### src/rtl/register_file_bypass.sv
// register_file_bypass: 32x32 MIPS register file with optional same-cycle write-to-read forwarding
module register_file_bypass #(
  parameter int N_BITS = 32,
  parameter logic [N_BITS-1:0] SP_RESET = 32'h7FFF_EFFC,
  parameter logic [N_BITS-1:0] GP_RESET = 32'h1000_8000,
  parameter bit BYPASS = 1'b1
) (
  input  logic              clk,
  input  logic              reset,
  input  logic              RegWrite,
  input  logic [4:0]        WriteRegister,
  input  logic [N_BITS-1:0] WriteData,
  input  logic [4:0]        ReadRegister1,
  input  logic [4:0]        ReadRegister2,
  output logic [N_BITS-1:0] ReadData1,
  output logic [N_BITS-1:0] ReadData2
);
  logic [N_BITS-1:0] regs [31:1];
  logic fwd1, fwd2;
  always_ff @(posedge clk) begin
    if (!reset) begin
      for (int i = 1; i < 32; i++)
        regs[i] <= i == 28 ? GP_RESET : i == 29 ? SP_RESET : '0;
    end else if (RegWrite && WriteRegister != 5'd0) begin
      regs[WriteRegister] <= WriteData;
    end
  end
  // $zero check comes first so it also masks a forwarded write to index 0
  always_comb begin
    fwd1 = BYPASS && RegWrite && WriteRegister == ReadRegister1;
    fwd2 = BYPASS && RegWrite && WriteRegister == ReadRegister2;
    ReadData1 = ReadRegister1 == 5'd0 ? '0 : fwd1 ? WriteData : regs[ReadRegister1];
    ReadData2 = ReadRegister2 == 5'd0 ? '0 : fwd2 ? WriteData : regs[ReadRegister2];
  end
endmodule

### config.mk
export PLATFORM = sky130hd
export DESIGN_NAME = register_file_bypass
export DESIGN_NICKNAME = d
export VERILOG_FILES = /design/src/rtl/register_file_bypass.sv
export SDC_FILE = /design/constraint.sdc
export NUM_CORES = 2
export LEC_CHECK = 0
export BUFFER_PORTS_ARGS = -buffer_cell sky130_fd_sc_hd__buf_2
export CAP_MARGIN = 20
export CELL_PAD_IN_SITES_DETAIL_PLACEMENT = 0
export CELL_PAD_IN_SITES_GLOBAL_PLACEMENT = 1
export CORE_UTILIZATION = 49
export CTS_BUF_LIST = sky130_fd_sc_hd__clkbuf_4
export DETAILED_ROUTE_END_ITERATION = 16
export GPL_ROUTABILITY_DRIVEN = 0
export PLACE_DENSITY = 0.8
export RECOVER_POWER = 100
export SYNTH_ARGS = -nofsm -noshare
export SYNTH_HDL_FRONTEND = slang
export SYNTH_SLANG_ARGS = --single-unit
export TNS_END_PERCENT = 50
### constraint.sdc
create_clock -name clk -period 5 [get_ports clk]
set_input_delay 1 -clock clk [delete_from_list [all_inputs] [get_ports clk]]
set_output_delay 1 -clock clk [all_outputs]
set_load 0.01 [all_outputs]
==> impl_metrics.ini <==
[status]
status = complete, but fails checks
violations = capacitance limit, slew limit

[yosys]
async_reset_ff_frac = 0
ys.flop_type = edfxtp_1
synth_enable_flop_cells = 1024
yosysWarnings = 0
yosysSeqAreaShare = 0.561
synth.cell_area_um2 = 54800
synth.distinct_cells = 53
ys_ff_latch = 1024
synthCells = 3766
synth_area_per_cell_um2 = 14.6

[cells_and_area]
top_register = regs
final_area_um2 = 61200
largest_register_ffs = 1024
drive_gt1_frac = 0.258
largestRegisters = regs (1024)
final_core_util = 0.552
area_delta_synth_final_pct = 11.5
fillerInstances = 9158
nets = 4065

[place]
placed_area_um2 = 58600
port_buffers = 113
dp_hpwl_um = 118000

[worst_setup_path]
endpoint_kind = register
crit_required_ps = 5930
cp_slowest_stage_delay_ps = 2140
crit_type = in -> reg
crit_chain = clkbuf_1 -> buf_4 -> nand4b_1 -> clkbuf_1 -> nor2_2 -> clkbuf_2 -> and2_1
cp.arrival_ps = 5810
setup.worst_path.start_class = primary input
cpMostUsedCell = clkbuf_1
critPathSlowestCell = clkbuf_1
worstPathMaxFanout = 38

[timing]
fin_crit_sh = 0.974
rsz0062_at_grt = false
worstMarginPinSlew_ps = 2990
setup_tns_ps = 0
hold_violations = 0
slew-limit-headroom = -0.995
fmaxAchievable_ghz = 0.205
drv_slew = 1618
fin_crit_ps = 4870
finalSetupViolCount = 0

[clock_network]
cts_resized = 0
post_cts_buffers = 0
htree_levels = 5
clock-root-buffer = clkbuf_4
cts.clk_slew.worst_paths_ps = 60
clock-sinks = 1024
postCtsHoldBufs = 0
cts_tree = built
clockBufferDepth = 4
cts-buffers-inserted = 291

[grt]
grt_max_degree = 46
antenna_found_initial = 11
track_usage = 0.324
grt_pass1_vias = 37000
overflow = 0
grt_pass1_wl_um = 260000

[drt]
highest_layer = met5
via_per_inst = 6.53
wl_met1_um = 67800
vias = 37200
wirelength_um = 183000
ant_nets = 0
wl_met3_um = 21200
drtIter0Drc = 4946
wl_met2_um = 83100
dr.pass1.iters = 6
drc_errors = 0
wl_per_cell_um = 32.1

[power]
max-vdd-ir-drop_mv = 0.204
p_total_w = 0.0203
power.leakage_nw = 21.3
power_density_nw_per_um2 = 332

[die]
die_area_um2 = 113000
initial_core_util = 0.495
die_height_um = 337
die_width_um = 337
pin_count = 114
rows = 122
core_area_um2 = 111000

[run]
max-cap-violations = 63

[worst_hold_path]
hp-class = in -> reg
## cell families after synthesis
logic type	share of synthesized area
AOI/OAI and AO/OA	0.0661
xor gates and xnor gates	0.00160
buffers and inverters	0.0337
DFF	0.561
muxes	0.212
other	0.0000684
and+or+nand+nor	0.126
## path summary, 6_finish.rpt
kind	start	to	depth (start not counted)
hold / removal	WriteData[19]	regs[7][19]	2
setup / recovery	reset	regs[21][3]	7
## cell type report
cell class	instances	area, µm²	area share
clock buffers	403	3030	0.0495
multi-input cells	2350	22600	0.369
clock inverters	74	373	0.00610
flip-flops and latches	1024	30700	0.503
well taps	1488	1860	0.0304
inverters	2	7.51	0.000123
diodes	14	35.0	0.000573
repair buffers	346	2550	0.0417
## cell usage after synthesis (all sizes together), types with 2 or more instances
master | number | area, µm²
mux2 | 9 | 101
o211ai | 8 | 60.1
a221o | 12 | 120
or3 | 32 | 200
a21oi | 82 | 410
or3b | 3 | 26.3
nand2b | 2 | 12.5
o2111ai | 2 | 17.5
xnor2 | 10 | 87.6
a221oi | 3 | 26.3
o221ai | 44 | 385
o32ai | 4 | 35.0
a211oi | 8 | 60.1
a22oi | 147 | 1100
buf | 108 | 667
nor2 | 45 | 169
nand3 | 20 | 100
a22o | 55 | 482
o31ai | 2 | 15.0
clkbuf | 313 | 1180
and2 | 967 | 6050
inv | 2 | 7.51
nor2b | 5 | 31.3
mux2i | 284 | 2840
o21ai | 37 | 185
a2111oi | 23 | 220
nand4 | 5 | 31.3
mux4 | 385 | 8670
o221a | 20 | 225
o22ai | 35 | 219
nand3b | 4 | 30.0
nor3 | 9 | 45.0
edfxtp | 1024 | 30700
nor3b | 2 | 15.0
nand2 | 43 | 161
## per-stage QoR
stage               instances  setup WS (ps)  hold WS [ps]
floorplan                3797            335          1100
global placement         5209            401          1440
detailed placement       5209            450          1440
CTS                      5686            316           187
global route             5694            178           221
finish                   5701            129           240
## critical path, delay by kind of cell
family | cells | cell delay (ps)
buffers and inverters | 4 | 3630
AND/OR/NAND/NOR | 3 | 1100
## metal layers
metal,vias to the layer above,track usage
met5,-,0
met4,10,0.181
met3,510,0.0750
met2,2625,0.492
met1,18800,0.432
li1,15200,-
## power breakdown
part	internal, W	total, W	switching (W)
Sequential	0.00993	0.0102	0.000241
Clock	0.00386	0.00741	0.00356
Combinational	0.00106	0.00269	0.00163
## cells in the final DEF (no fill, tap or decap), types with 11 or more instances in the layout
cell / instances
clkinv_2: 13
buf_12: 44
buf_4: 107
clkbuf_4: 405
or3_1: 32
and2_1: 542
a22o_1: 55
clkbuf_2: 21
nor2_2: 11
conb_1: 32
a21oi_1: 82
buf_2: 39
nand2_1: 43
clkbuf_1: 128
o22ai_1: 35
clkinv_1: 51
mux2i_1: 284
o21ai_0: 18
a22oi_1: 147
nand3_1: 20
o221a_2: 11
and2_0: 423
diode_2: 14
edfxtp_1: 1024
a221o_1: 12
a2111oi_1: 14
o221ai_1: 44
mux4_2: 385
nor2_1: 31
Note: power is estimated with default switching activity, not from simulation.
